$ cat src/rtl/snoop_responder_if.sv
// Shared types and the fabric-facing snoop channel bundle for snoop_responder.
// master: snoop fabric side, slave: the responder.
package snoop_responder_pkg;
    localparam int ADDR_WIDTH = 64;
    localparam int LINE_WIDTH = 128;

    typedef struct packed {
        logic [ADDR_WIDTH-1:0] addr;
        logic [3:0]            snoop;
        logic [2:0]            prot;
    } ac_chan_t;

    // {WasUnique, IsShared, PassDirty, Error, DataTransfer}
    typedef logic [4:0] cr_chan_t;

    typedef struct packed {
        logic [LINE_WIDTH-1:0] data;
        logic                  last;
    } cd_chan_t;

    typedef struct packed {
        logic     ac_valid;
        ac_chan_t ac;
        logic     cr_ready;
        logic     cd_ready;
    } snoop_req_t;

    typedef struct packed {
        logic     ac_ready;
        logic     cr_valid;
        cr_chan_t cr_resp;
        logic     cd_valid;
        cd_chan_t cd;
    } snoop_resp_t;

    typedef enum logic [2:0] {
        ST_IDLE   = 3'd0,
        ST_LOOKUP = 3'd1,
        ST_DATA   = 3'd2,
        ST_UPDATE = 3'd3,
        ST_RESP   = 3'd4,
        ST_CDATA  = 3'd5
    } state_t;

    localparam logic [1:0] UPD_NONE   = 2'b00;
    localparam logic [1:0] UPD_SHARED = 2'b01;
    localparam logic [1:0] UPD_INVAL  = 2'b10;
endpackage

interface snoop_responder_if;
    import snoop_responder_pkg::*;

    // Every channel: a transfer happens on a cycle where valid and ready are both
    // high; valid never drops before that and the payload is held while valid.
    snoop_req_t  snoop_req;
    snoop_resp_t snoop_resp;

    modport master (output snoop_req, input snoop_resp);
    modport slave  (input snoop_req, output snoop_resp);
endinterface

$ cat src/rtl/snoop_responder.sv
// ACE snoop terminator: AC request -> tag lookup -> optional line read -> state update -> CR -> CD.
// Build option SNOOP_RESPONDER_ERR_EN: reserved snoop codes answer with the Error bit set.
module snoop_responder
    import snoop_responder_pkg::*;
#(
    parameter int AddrWidth = ADDR_WIDTH,
    parameter int LineWidth = LINE_WIDTH
) (
    input  logic                 clk_i,
    input  logic                 rst_i,
    snoop_responder_if.slave     snoop_bus,
    output logic                 lookup_req_o,
    output logic [AddrWidth-1:0] lookup_addr_o,
    input  logic                 lookup_valid_i,
    input  logic                 lookup_hit_i,
    input  logic                 lookup_dirty_i,
    input  logic                 lookup_unique_i,
    output logic                 data_req_o,
    input  logic                 data_valid_i,
    input  logic [LineWidth-1:0] data_i,
    output logic                 upd_req_o,
    output logic [1:0]           upd_op_o,
    input  logic                 upd_gnt_i,
    output logic                 busy_o,
    output state_t               dbg_state_o
);

    state_t               r_state;
    state_t               w_state_nxt;
    logic                 r_ac_ready;
    logic [AddrWidth-1:0] r_addr;
    logic [3:0]           r_snoop;
    cr_chan_t             r_cr;
    logic [1:0]           r_upd_op;
    logic [LineWidth-1:0] r_data;

    logic                 w_ac_hs;
    logic                 w_dec_reserved;
    logic                 w_dec_data;
    logic                 w_dec_shared;
    logic                 w_dec_pass_dirty;
    logic [1:0]           w_dec_op;
    logic                 w_look_data;
    logic [1:0]           w_look_op;
    cr_chan_t             w_look_cr;
    snoop_resp_t          w_resp;

    assign w_ac_hs = (r_state == ST_IDLE) && r_ac_ready && snoop_bus.snoop_req.ac_valid;

    // Snoop-code decode assuming a hit; miss and reserved handling is applied below.
    always_comb begin
        w_dec_reserved   = 1'b0;
        w_dec_data       = 1'b0;
        w_dec_shared     = 1'b0;
        w_dec_pass_dirty = 1'b0;
        w_dec_op         = UPD_NONE;
        case (r_snoop)
            4'b0000: begin
                w_dec_data   = 1'b1;
                w_dec_shared = 1'b1;
            end
            4'b0001, 4'b0010, 4'b0011: begin
                w_dec_data       = 1'b1;
                w_dec_shared     = 1'b1;
                w_dec_pass_dirty = lookup_dirty_i;
                w_dec_op         = UPD_SHARED;
            end
            4'b0111: begin
                w_dec_data       = 1'b1;
                w_dec_pass_dirty = lookup_dirty_i;
                w_dec_op         = UPD_INVAL;
            end
            4'b1001: begin
                w_dec_data       = lookup_dirty_i;
                w_dec_pass_dirty = lookup_dirty_i;
                w_dec_op         = UPD_INVAL;
            end
            4'b1000: begin
                w_dec_data       = lookup_dirty_i;
                w_dec_shared     = 1'b1;
                w_dec_pass_dirty = lookup_dirty_i;
                w_dec_op         = UPD_SHARED;
            end
            4'b1101: begin
                w_dec_op = UPD_INVAL;
            end
            default: begin
                w_dec_reserved = 1'b1;
            end
        endcase
    end

    always_comb begin
        w_look_data = 1'b0;
        w_look_op   = UPD_NONE;
        w_look_cr   = 5'b0;
        if (w_dec_reserved) begin
`ifdef SNOOP_RESPONDER_ERR_EN
            w_look_cr = 5'b00010;
`else
            w_look_cr = 5'b00000;
`endif
        end else if (lookup_hit_i) begin
            w_look_data = w_dec_data;
            w_look_op   = w_dec_op;
            w_look_cr   = {lookup_unique_i, w_dec_shared, w_dec_pass_dirty, 1'b0, w_dec_data};
        end
    end

    always_ff @(posedge clk_i or posedge rst_i) begin
        if (rst_i) begin
            r_state    <= ST_IDLE;
            r_ac_ready <= 1'b0;
            r_addr     <= '0;
            r_snoop    <= 4'b0;
            r_cr       <= 5'b0;
            r_upd_op   <= UPD_NONE;
            r_data     <= '0;
        end else begin
            r_state    <= w_state_nxt;
            r_ac_ready <= (w_state_nxt == ST_IDLE);
            if (w_ac_hs) begin
                r_addr  <= snoop_bus.snoop_req.ac.addr;
                r_snoop <= snoop_bus.snoop_req.ac.snoop;
            end
            if ((r_state == ST_LOOKUP) && lookup_valid_i) begin
                r_cr     <= w_look_cr;
                r_upd_op <= w_look_op;
            end
            if ((r_state == ST_DATA) && data_valid_i) begin
                r_data <= data_i;
            end
        end
    end

    // Data read is always ordered ahead of the update so an invalidate never drops a dirty line.
    always_comb begin
        w_state_nxt = r_state;
        case (r_state)
            ST_IDLE: begin
                if (w_ac_hs) w_state_nxt = ST_LOOKUP;
            end
            ST_LOOKUP: begin
                if (lookup_valid_i) begin
                    if (w_look_data)                w_state_nxt = ST_DATA;
                    else if (w_look_op != UPD_NONE) w_state_nxt = ST_UPDATE;
                    else                            w_state_nxt = ST_RESP;
                end
            end
            ST_DATA: begin
                if (data_valid_i) begin
                    w_state_nxt = (r_upd_op != UPD_NONE) ? ST_UPDATE : ST_RESP;
                end
            end
            ST_UPDATE: begin
                if (upd_gnt_i) w_state_nxt = ST_RESP;
            end
            ST_RESP: begin
                if (snoop_bus.snoop_req.cr_ready) begin
                    w_state_nxt = r_cr[0] ? ST_CDATA : ST_IDLE;
                end
            end
            ST_CDATA: begin
                if (snoop_bus.snoop_req.cd_ready) w_state_nxt = ST_IDLE;
            end
            default: w_state_nxt = ST_IDLE;
        endcase
    end

    always_comb begin
        w_resp          = '0;
        w_resp.ac_ready = r_ac_ready;
        w_resp.cr_valid = (r_state == ST_RESP);
        w_resp.cr_resp  = r_cr;
        w_resp.cd_valid = (r_state == ST_CDATA);
        w_resp.cd.data  = r_data;
        w_resp.cd.last  = (r_state == ST_CDATA);
    end

    assign snoop_bus.snoop_resp = w_resp;
    assign lookup_req_o         = (r_state == ST_LOOKUP);
    assign lookup_addr_o        = r_addr;
    assign data_req_o           = (r_state == ST_DATA);
    assign upd_req_o            = (r_state == ST_UPDATE);
    assign upd_op_o             = (r_state == ST_UPDATE) ? r_upd_op : UPD_NONE;
    assign busy_o               = (r_state != ST_IDLE);
    assign dbg_state_o          = r_state;

endmodule

$ cat src/flat_wrapper.sv
// flat-port wrapper written by rule: the top's interface ports become plain ports
module snoop_responder_flat import snoop_responder_pkg::*;
#(
    parameter int AddrWidth = ADDR_WIDTH,
    parameter int LineWidth = LINE_WIDTH
)
  (clk_i, rst_i, lookup_req_o, lookup_addr_o, lookup_valid_i, lookup_hit_i, lookup_dirty_i, lookup_unique_i, data_req_o, data_valid_i, data_i, upd_req_o, upd_op_o, upd_gnt_i, busy_o, dbg_state_o, snoop_bus_snoop_req, snoop_bus_snoop_resp);
  snoop_responder_if snoop_bus_i ();
  input  logic clk_i;
  input  logic rst_i;
  output logic lookup_req_o;
  output logic [AddrWidth-1:0] lookup_addr_o;
  input  logic lookup_valid_i;
  input  logic lookup_hit_i;
  input  logic lookup_dirty_i;
  input  logic lookup_unique_i;
  output logic data_req_o;
  input  logic data_valid_i;
  input  logic [LineWidth-1:0] data_i;
  output logic upd_req_o;
  output logic [1:0] upd_op_o;
  input  logic upd_gnt_i;
  output logic busy_o;
  output state_t dbg_state_o;
  input wire logic [$bits(snoop_bus_i.snoop_req)-1:0] snoop_bus_snoop_req;
  output wire logic [$bits(snoop_bus_i.snoop_resp)-1:0] snoop_bus_snoop_resp;
  assign snoop_bus_i.snoop_req = snoop_bus_snoop_req;
  assign snoop_bus_snoop_resp = snoop_bus_i.snoop_resp;
  snoop_responder #(.AddrWidth(AddrWidth), .LineWidth(LineWidth)) u_core (.clk_i(clk_i), .rst_i(rst_i), .snoop_bus(snoop_bus_i), .lookup_req_o(lookup_req_o), .lookup_addr_o(lookup_addr_o), .lookup_valid_i(lookup_valid_i), .lookup_hit_i(lookup_hit_i), .lookup_dirty_i(lookup_dirty_i), .lookup_unique_i(lookup_unique_i), .data_req_o(data_req_o), .data_valid_i(data_valid_i), .data_i(data_i), .upd_req_o(upd_req_o), .upd_op_o(upd_op_o), .upd_gnt_i(upd_gnt_i), .busy_o(busy_o), .dbg_state_o(dbg_state_o));
endmodule
$ cat config.mk
export PLATFORM = sky130hd
export DESIGN_NAME = snoop_responder_flat
export DESIGN_NICKNAME = d
export VERILOG_FILES = /design/src/rtl/snoop_responder_if.sv /design/src/rtl/snoop_responder.sv /design/src/flat_wrapper.sv
export SDC_FILE = /design/constraint.sdc
export NUM_CORES = 1
export LEC_CHECK = 0
export ABC_CLOCK_PERIOD_IN_PS = 12350
export BUFFER_PORTS_ARGS = -buffer_cell sky130_fd_sc_hd__buf_2
export CORE_AREA = 2 2 166 168
export DETAILED_ROUTE_END_ITERATION = 16
export DIE_AREA = 0 0 168 170
export GPL_ROUTABILITY_DRIVEN = 0
export PLACE_DENSITY_LB_ADDON = 0.1
export SLEW_MARGIN = 40
export SYNTH_ARGS = -nofsm -noshare
export SYNTH_HDL_FRONTEND = slang
export SYNTH_SLANG_ARGS = --single-unit
$ cat constraint.sdc
create_clock -name clk_i -period 12.35 [get_ports clk_i]
set_input_delay 2.47 -clock clk_i [delete_from_list [all_inputs] [get_ports clk_i]]
set_output_delay 2.47 -clock clk_i [all_outputs]
set_load 0.005 [all_outputs]
======== Yosys cells after proc, flatten, opt, wreduce, memory -nomap -nowiden ========
Cells that the tools add are included.
Widths: inputs -> output; s select.
storage, ports and cells
  bits in registers ....................... 207
  input port bits ......................... 210
  output and inout bits ................... 210
  word-level logic and storage cells ...... 58
operators by class
  eq/ne operators ......................... 12
  mux-type cells .......................... 22
  reductions and logical operators ........ 17
operator list
  kind                number
  $mux 3              10
  $pmux 3 s6          1
  $eq 4x4->1 const B  3
  $mux 5              2
  $reduce_or 5->1     2
  $eq 4x2->1 const B  2
  $reduce_or 8->1     1
  $eq 3x2->1 const B  2
  $eq 3x3->1 const B  2
  $logic_not 3->1     2
  $mux 2              3
  $reduce_or 6->1     1
  $eq 4x1->1 const B  1
  $eq 4x3->1 const B  1
  $logic_and 1x1->1   4
  $logic_not 4->1     1
  $mux 1              4
  $pmux 2 s2          1
  $reduce_bool 2->1   2
  $reduce_or 4->1     1
  $eq 3x1->1 const B  1
  $reduce_bool 3->1   1
  $reduce_or 3->1     1
  $pmux 1 s2          1
  $reduce_or 2->1     1

======== Depth between registers and ports, before layout ========
Gate-level depths: netlist (run 1).
  word-level depth ........................ 11
  depth in mapped cells ................... 6
  mapped depth without buffers ............ 4

======== Least setup slack after synthesis (run 1) ========
Ideal clock, no wire load.
  kind .................................... register to output
  start ................................... reg u_core.r_state[2] (netlist: u_core.dbg_state_o[2])
  end ..................................... out snoop_bus_snoop_resp[135]
  arrival ................................. 1.066 ns
  required time ........................... 9.880 ns
  path slack .............................. 8.814 ns
  stages on the path, launching flop included .. 4
  path buffers ............................ 1
  cell sequence ........................... dfrtp_1 > buf_2 > or3b_2 > inv_1
on the way
  word-level cells in the longest chain between the ends .. 1
ends and longest elaborated chain
  element                 RTL line                text
  from (decl)             snoop_responder.sv:28   state_t r_state;
  from (signal assigned)  snoop_responder.sv:120  r_state <= w_state_nxt;
  $eq 3x3->1              snoop_responder.sv:173  w_resp.cr_valid = (r_state == ST_RESP);
  to (decl)               flat_wrapper.sv:26      output wire logic [$bits(snoop_bus_i.snoop_resp)-1:0] snoop_bus_snoop_resp;
No other way between the ends.

======== Worst setup path after layout (run 1) ========
  start ................................... reg u_core.r_state[0] (netlist: u_core.dbg_state_o[0])
  end ..................................... out snoop_bus_snoop_resp[135]
The elaborated chain is that of the path after synthesis.

==> results of run 1 <==
layout make-up:
class                      count  area [um2]
antenna                        1        2.50
clock buffer                  37         741
clock inverter                 5        27.5
fill                        2630       15500
inverter                       5        31.3
multi-input combinational    267        2660
sequential                   206        5150
tap                          341         427
timing repair buffer         419        2120
cell usage after synthesis:
library cell                  n  area (um2)
sky130_fd_sc_hd__a211oi_1     1        7.51
sky130_fd_sc_hd__a21boi_0     1        7.51
sky130_fd_sc_hd__a21o_1       1        7.51
sky130_fd_sc_hd__a21oi_1      6        30.0
sky130_fd_sc_hd__a221oi_1     1        8.76
sky130_fd_sc_hd__a32o_1       1        10.0
sky130_fd_sc_hd__a41o_1       1        10.0
sky130_fd_sc_hd__and2_1       2        12.5
sky130_fd_sc_hd__and3_1       2        12.5
sky130_fd_sc_hd__and3b_1      1        8.76
sky130_fd_sc_hd__and4_1       1        8.76
sky130_fd_sc_hd__buf_2       15        75.1
sky130_fd_sc_hd__buf_4        7        52.6
sky130_fd_sc_hd__buf_6        2        22.5
sky130_fd_sc_hd__buf_8        2        30.0
sky130_fd_sc_hd__clkbuf_1     4        15.0
sky130_fd_sc_hd__conb_1       1        3.75
sky130_fd_sc_hd__dfrtp_1    206        5150
sky130_fd_sc_hd__inv_1        5        18.8
sky130_fd_sc_hd__mux2_1      20         225
sky130_fd_sc_hd__mux2_2     176        1980
sky130_fd_sc_hd__nand2_1     11        41.3
sky130_fd_sc_hd__nand2b_1     7        43.8
sky130_fd_sc_hd__nand3_1      2        10.0
sky130_fd_sc_hd__nand3b_1     1        7.51
sky130_fd_sc_hd__nand4_1      1        6.26
sky130_fd_sc_hd__nand4bb_1    1        11.3
sky130_fd_sc_hd__nor2_1       5        18.8
sky130_fd_sc_hd__nor2_4       1        11.3
sky130_fd_sc_hd__nor2b_1      3        18.8
sky130_fd_sc_hd__nor3b_1      2        15.0
sky130_fd_sc_hd__nor3b_2      1        12.5
sky130_fd_sc_hd__o2111ai_1    1        8.76
sky130_fd_sc_hd__o21ai_0      5        25.0
sky130_fd_sc_hd__o21ai_1      5        25.0
sky130_fd_sc_hd__o221ai_1     1        8.76
sky130_fd_sc_hd__or3_1        1        6.26
sky130_fd_sc_hd__or3_4        1        11.3
sky130_fd_sc_hd__or3b_2       1        8.76
sky130_fd_sc_hd__or4bb_1      2        22.5
kinds of logic after synthesis:
kind of cell / Yosys count / share of synthesized area [%]
other cells: 1 / 0.0468
simple gates: 46 / 3.59
compound gates: 24 / 1.86
mux: 196 / 27.5
buf+inv: 35 / 2.67
flops: 206 / 64.3
cell usage in the layout (no fill, tap or decap), types with 2 or more instances in the layout:
master,instances
sky130_fd_sc_hd__and2_1,2
sky130_fd_sc_hd__nand2_1,11
sky130_fd_sc_hd__buf_6,3
sky130_fd_sc_hd__clkbuf_8,7
sky130_fd_sc_hd__nand2b_1,7
sky130_fd_sc_hd__a21oi_1,6
sky130_fd_sc_hd__mux2_1,20
sky130_fd_sc_hd__and3_1,2
sky130_fd_sc_hd__inv_1,4
sky130_fd_sc_hd__clkinv_2,4
sky130_fd_sc_hd__or4bb_1,2
sky130_fd_sc_hd__buf_2,415
sky130_fd_sc_hd__clkbuf_16,25
sky130_fd_sc_hd__dfrtp_1,206
sky130_fd_sc_hd__mux2_2,176
sky130_fd_sc_hd__nand3_1,2
sky130_fd_sc_hd__clkbuf_1,5
sky130_fd_sc_hd__o21ai_1,5
sky130_fd_sc_hd__nor2b_1,3
sky130_fd_sc_hd__nor3b_1,2
sky130_fd_sc_hd__nor2_1,5
sky130_fd_sc_hd__o21ai_0,5
power by group:
group / switching, uW / leakage (uW) / internal [uW]
registers: 167 / 0.00256 / 1010
logic: 396 / 0.00288 / 553
clock network: 270 / 0.000380 / 410
critical path: stages, from the launching register on:
cell and delay, ns:
sky130_fd_sc_hd__dfrtp_1 0.54, sky130_fd_sc_hd__or3b_2 0.57, sky130_fd_sc_hd__inv_1 0.07, sky130_fd_sc_hd__buf_2 0.13
stage by stage:
stage / utilization (%) / instances / instance area (um2) / power (uW) / worst slack, ns
after global placement: 38.9 / 1238 / 10400 / 2150 / 7.50
after floorplan: - / 508 / 8020 / 1680 / 4.26
after detailed placement: 39.0 / 1238 / 10400 / 2170 / 7.74
final: 41.9 / 1281 / 11200 / 2810 / 8.07
after global routing: 41.9 / 1281 / 11200 / 3010 / 7.97
after CTS: 41.9 / 1280 / 11200 / 2870 / 8.02
per-layer routing:
metal  global-route usage, %  vias up
met5                       0        -
met1                    17.5     2762
li1                        -     2624
met3                    4.47       34
met2                    26.2      225
met4                    4.73        2
registers in the layout, summed over array words and instances (netlist names):
signal,cells
u_core.dbg_state_o,3
u_core.lookup_addr_o,64
u_core.r_ac_ready,1
u_core.r_cr,4
u_core.r_data,128
u_core.r_snoop,4
u_core.r_upd_op,2
path summary, 6_finish.rpt:
kind / cells past startpoint / endpoint / slack, ns / start
worst max-delay path: 3 / snoop_bus_snoop_resp[135] / 8.07 / u_core.dbg_state_o[0]$_DFF_PP0_
worst min-delay path: 1 / u_core.lookup_addr_o[53]$_DFFE_PP0P_ / 0.48 / u_core.lookup_addr_o[53]$_DFFE_PP0P_
worst max register to register: 4 / u_core.r_data[82]$_DFFE_PP0P_ / 9.61 / u_core.dbg_state_o[0]$_DFF_PP0_
worst min register to register: 1 / u_core.lookup_addr_o[53]$_DFFE_PP0P_ / 0.48 / u_core.lookup_addr_o[53]$_DFFE_PP0P_
max in group asynchronous: 3 / u_core.r_data[16]$_DFFE_PP0P_ / 9.08 / rst_i
min in group asynchronous: 2 / u_core.r_data[80]$_DFFE_PP0P_ / 2.08 / rst_i
==> results.json, run 1 <==
{
  "drive_above_1_share_pct": 67.9,
  "clkSlewWorstSetupHoldPaths_ns": 0.06,
  "yosys_warnings": 0,
  "wirelength_um": 22300,
  "worst-endpoint-arrival_ns": 1.81,
  "detailedRoute.firstIterationViolations": 235,
  "vias": 5647,
  "dieHeight_um": 170,
  "fin_crit_sh_pct": 34.7,
  "detail_route.vias_per_cell": 4.41,
  "cts.repair.resized": 0,
  "core_region_area_mm2": 0.0267,
  "path_max_fanout": 17,
  "met2WireLength_um": 11300,
  "synthesis.instances": 508,
  "timing.final.crit_period_ns": 4.28,
  "root_buffer": "sky130_fd_sc_hd__clkbuf_16",
  "met3WireLength_um": 1740,
  "maximum_number_of_pins_on_one_net_before_global_route_repair": 135,
  "drt_first_pass_iters": 4,
  "finalNetCount": 1134,
  "number_of_global_route_vias_before_repair": 5654,
  "gr-total-overflow": 0,
  "clock_insertion_delay_at_the_later_pin_of_the_skew_report_ns": 0.51,
  "synth.ff_latch_count": 206,
  "grt_first_pass_wirelength_um": 33300,
  "timing.final.hold_violations": 0,
  "post-route-drc-count": 0,
  "post_synth.cell_area_avg_um2": 15.8,
  "drt-met1-wl_um": 8580,
  "port_buffers": 415,
  "worst_pin_slew_ns": 0.758,
  "cp-end-kind": "output port",
  "min_path_type": "flip-flop to flip-flop",
  "post_drt_wl_per_cell_um": 17.4,
  "synthDistinctLibCells": 40,
  "cts.repair_timing.setup_buffer_count": 0,
  "startpoint_type": "flip-flop",
  "area_delta_synth_final_pct": 39.3,
  "ioPinCount": 420,
  "worst_ir_drop_on_vdd_mv": 0.113,
  "initial_core_util_pct": 30.1,
  "detail-route-antenna-nets": 0,
  "p_leak_uw": 0.00582,
  "synth.yosys.seq_area_share_pct": 64.3,
  "outcome": "finished clean",
  "hold-worst-slack_ns": 0.479,
  "max_freq_ghz": 0.234,
  "cts-htree-levels": 1,
  "report.final.setup_viol": 0,
  "power_density_mw_per_mm2": 251,
  "post-dp-hpwl_um": 16500,
  "die_w_um": 168,
  "synth_nets": 718,
  "post_synth_instance_area_mm2": 0.00802,
  "cp_data_required_time_ns": 9.88,
  "tritoncts": "done",
  "final-max-slew-violation-count": 0,
  "design.die.area_mm2": 0.0286,
  "num_clock_sinks": 206,
  "clockBufferDepth": 3,
  "cts-hold-fix-buffers": 0,
  "fin_worst_skew_ns": 0.00802,
  "cts_buffers": 25,
  "grt_usage_pct": 14.9,
  "rsz0062_at_grt": "false",
  "antenna_violations_before_repair": 2,
  "route.top_layer_used": "met5",
  "timing.slew.headroom_pct": 49.5,
  "max_cap_violations": 0,
  "crit_type": "flip-flop to output port",
  "totalNegativeSetupSlack_ns": 0,
  "rows": 60
}
No activity file was read; power rests on OpenSTA's default activity.
==> run 2: changes to the inputs <==
--- a/config.mk
+++ b/config.mk
@@ -5,11 +5,11 @@
 export SDC_FILE = /design/constraint.sdc
 export NUM_CORES = 1
 export LEC_CHECK = 0
-export ABC_CLOCK_PERIOD_IN_PS = 12350
+export ABC_CLOCK_PERIOD_IN_PS = 3920
 export BUFFER_PORTS_ARGS = -buffer_cell sky130_fd_sc_hd__buf_2
-export CORE_AREA = 2 2 166 168
+export CORE_AREA = 2 2 161 163
 export DETAILED_ROUTE_END_ITERATION = 16
-export DIE_AREA = 0 0 168 170
+export DIE_AREA = 0 0 163 165
 export GPL_ROUTABILITY_DRIVEN = 0
 export PLACE_DENSITY_LB_ADDON = 0.1
 export SLEW_MARGIN = 40
==> constraint.sdc (replaced) <==
create_clock -name clk_i -period 3.92 [get_ports clk_i]
set_input_delay 0.784 -clock clk_i [delete_from_list [all_inputs] [get_ports clk_i]]
set_output_delay 0.784 -clock clk_i [all_outputs]
set_load 0.005 [all_outputs]
==> results.json, run 2 (synthesis gave the netlist of run 1 again) <==
{
  "ioPinCount": 420,
  "cellInternalPower_uw": 6350,
  "seqCellArea_mm2": 0.00515,
  "cts-hold-fix-buffers": 0,
  "core_region_area_mm2": 0.0250,
  "post_drt_wl_per_cell_um": 17.3,
  "p_clk_share_pct": 25.4,
  "clock_insertion_delay_at_the_later_pin_of_the_skew_report_ns": 0.51,
  "grt_usage_pct": 15.4,
  "p_switching_uw": 2630,
  "area_of_the_multi_input_gates_mm2": 0.00266,
  "tritoncts": "done",
  "crit_type": "flip-flop to output port",
  "antenna_violations_before_repair": 3,
  "rows": 58,
  "area_delta_synth_final_pct": 40.6,
  "worst-endpoint-arrival_ns": 1.79,
  "totalNegativeSetupSlack_ns": 0,
  "timing.final.hold_violations": 0,
  "number_of_global_route_vias_before_repair": 5721,
  "timing.final.crit_period_ns": 2.58,
  "maximum_number_of_pins_on_one_net_before_global_route_repair": 94,
  "num_clock_sinks": 206,
  "min_path_type": "input pin to async pin",
  "max_freq_ghz": 0.388,
  "clockBufferDepth": 3,
  "outcome": "finished clean",
  "worst_ir_drop_on_vdd_mv": 0.365,
  "vias": 5653,
  "die_w_um": 163,
  "detail_route.vias_per_cell": 4.43,
  "grt_first_pass_wirelength_um": 32200,
  "most_common_cell_after_layout_fill_and_taps_aside": "sky130_fd_sc_hd__buf_2",
  "root_buffer": "sky130_fd_sc_hd__clkbuf_16",
  "fin_worst_skew_ns": 0.0110,
  "startpoint_type": "flip-flop",
  "dieHeight_um": 165,
  "rsz0062_at_grt": "false",
  "port_buffers": 415,
  "seq_power_share_pct": 41.3,
  "detail-route-antenna-nets": 0,
  "p_leak_uw": 0.00588,
  "design.die.area_mm2": 0.0269,
  "worst_r2r_path_depth": 4,
  "layout_common_cells": "sky130_fd_sc_hd__buf_2, sky130_fd_sc_hd__dfrtp_1, sky130_fd_sc_hd__mux2_2",
  "path_max_fanout": 17,
  "cts.repair_timing.setup_buffer_count": 0,
  "report.final.setup_viol": 0,
  "fin_crit_sh_pct": 65.8,
  "cp_data_required_time_ns": 3.14,
  "top_register": "u_core.r_data",
  "detailedRoute.firstIterationViolations": 214,
  "largest_register_ff_count": 128,
  "timing.slew.headroom_pct": 53.8,
  "clkSlewWorstSetupHoldPaths_ns": 0.06,
  "post-route-drc-count": 0,
  "wirelength_um": 22100,
  "netSwitchingFraction_pct": 29.3,
  "post-dp-hpwl_um": 16600,
  "drt_first_pass_iters": 4,
  "fillCellCount": 2427,
  "max_cap_violations": 0,
  "finalNetCount": 1136,
  "worst_pin_slew_ns": 0.692,
  "cts_buffers": 24,
  "initial_core_util_pct": 32.0,
  "cts-htree-levels": 1,
  "worst-r2r-setup-slack_ns": 1.86,
  "final-max-slew-violation-count": 0,
  "p_comb_share_pct": 33.3,
  "cp-end-kind": "output port",
  "cts.repair.resized": 0,
  "layout.core_utilization_pct": 45.0,
  "gr-total-overflow": 0,
  "drive_above_1_share_pct": 68.3,
  "power_density_mw_per_mm2": 797
}
## run 2: cell type report
type	count	area share, %
Antenna cell	3	0.0666
Clock buffer	34	6.38
Multi-Input combinational cell	267	23.6
Clock inverter	9	0.866
Sequential cell	206	45.7
Timing Repair Buffer	422	19.4
Tap cell	330	3.66
Inverter	5	0.200
## run 2: routing by layer
layer	share of wire [%]	vias to the layer above	track usage, %
li1	-	2633	-
met1	37	2751	17.0
met2	52	227	28.2
met3	7.7	42	4.17
met4	3.1	0	5.99
met5	0	-	0
## run 2: final timing paths
path                                                           start                                   end
worst min-delay path                                           rst_i          u_core.r_data[0]$_DFFE_PP0P_
worst min register to register  u_core.lookup_addr_o[60]$_DFFE_PP0P_  u_core.lookup_addr_o[60]$_DFFE_PP0P_
worst max-delay path                 u_core.dbg_state_o[0]$_DFF_PP0_             snoop_bus_snoop_resp[135]
worst max register to register       u_core.dbg_state_o[0]$_DFF_PP0_   u_core.lookup_addr_o[0]$_DFFE_PP0P_
min in group clk_i                           snoop_bus_snoop_req[61]  u_core.lookup_addr_o[52]$_DFFE_PP0P_
max in group asynchronous                                      rst_i         u_core.r_data[25]$_DFFE_PP0P_
## run 2: critical path, cell delays in order, from the launching register on
cell	delay, ns
sky130_fd_sc_hd__dfrtp_1	0.52
sky130_fd_sc_hd__or3b_2	0.56
sky130_fd_sc_hd__inv_1	0.07
sky130_fd_sc_hd__buf_2	0.12
## run 2: per-stage QoR
stage,cell area [um2],hold WS [ns],worst slack [ns],power [uW],cells
floorplan,8020,0.464,0.464,5290,508
global placement,10400,0.464,1.37,6770,1229
detailed placement,10400,0.471,1.37,6830,1229
CTS,11200,0.357,1.31,9170,1272
global route,11300,0.384,1.27,9600,1275
finish,11300,0.360,1.34,8980,1276
## run 2: power groups by stage
stage               registers [uW]  logic, uW  clock network (uW)
floorplan                     3810       1480                   0
global placement              3720       3040                   0
detailed placement            3760       3070                   0
CTS                           3730       3070                2370
global route                  3870       3290                2440
finish                        3710       2990                2280
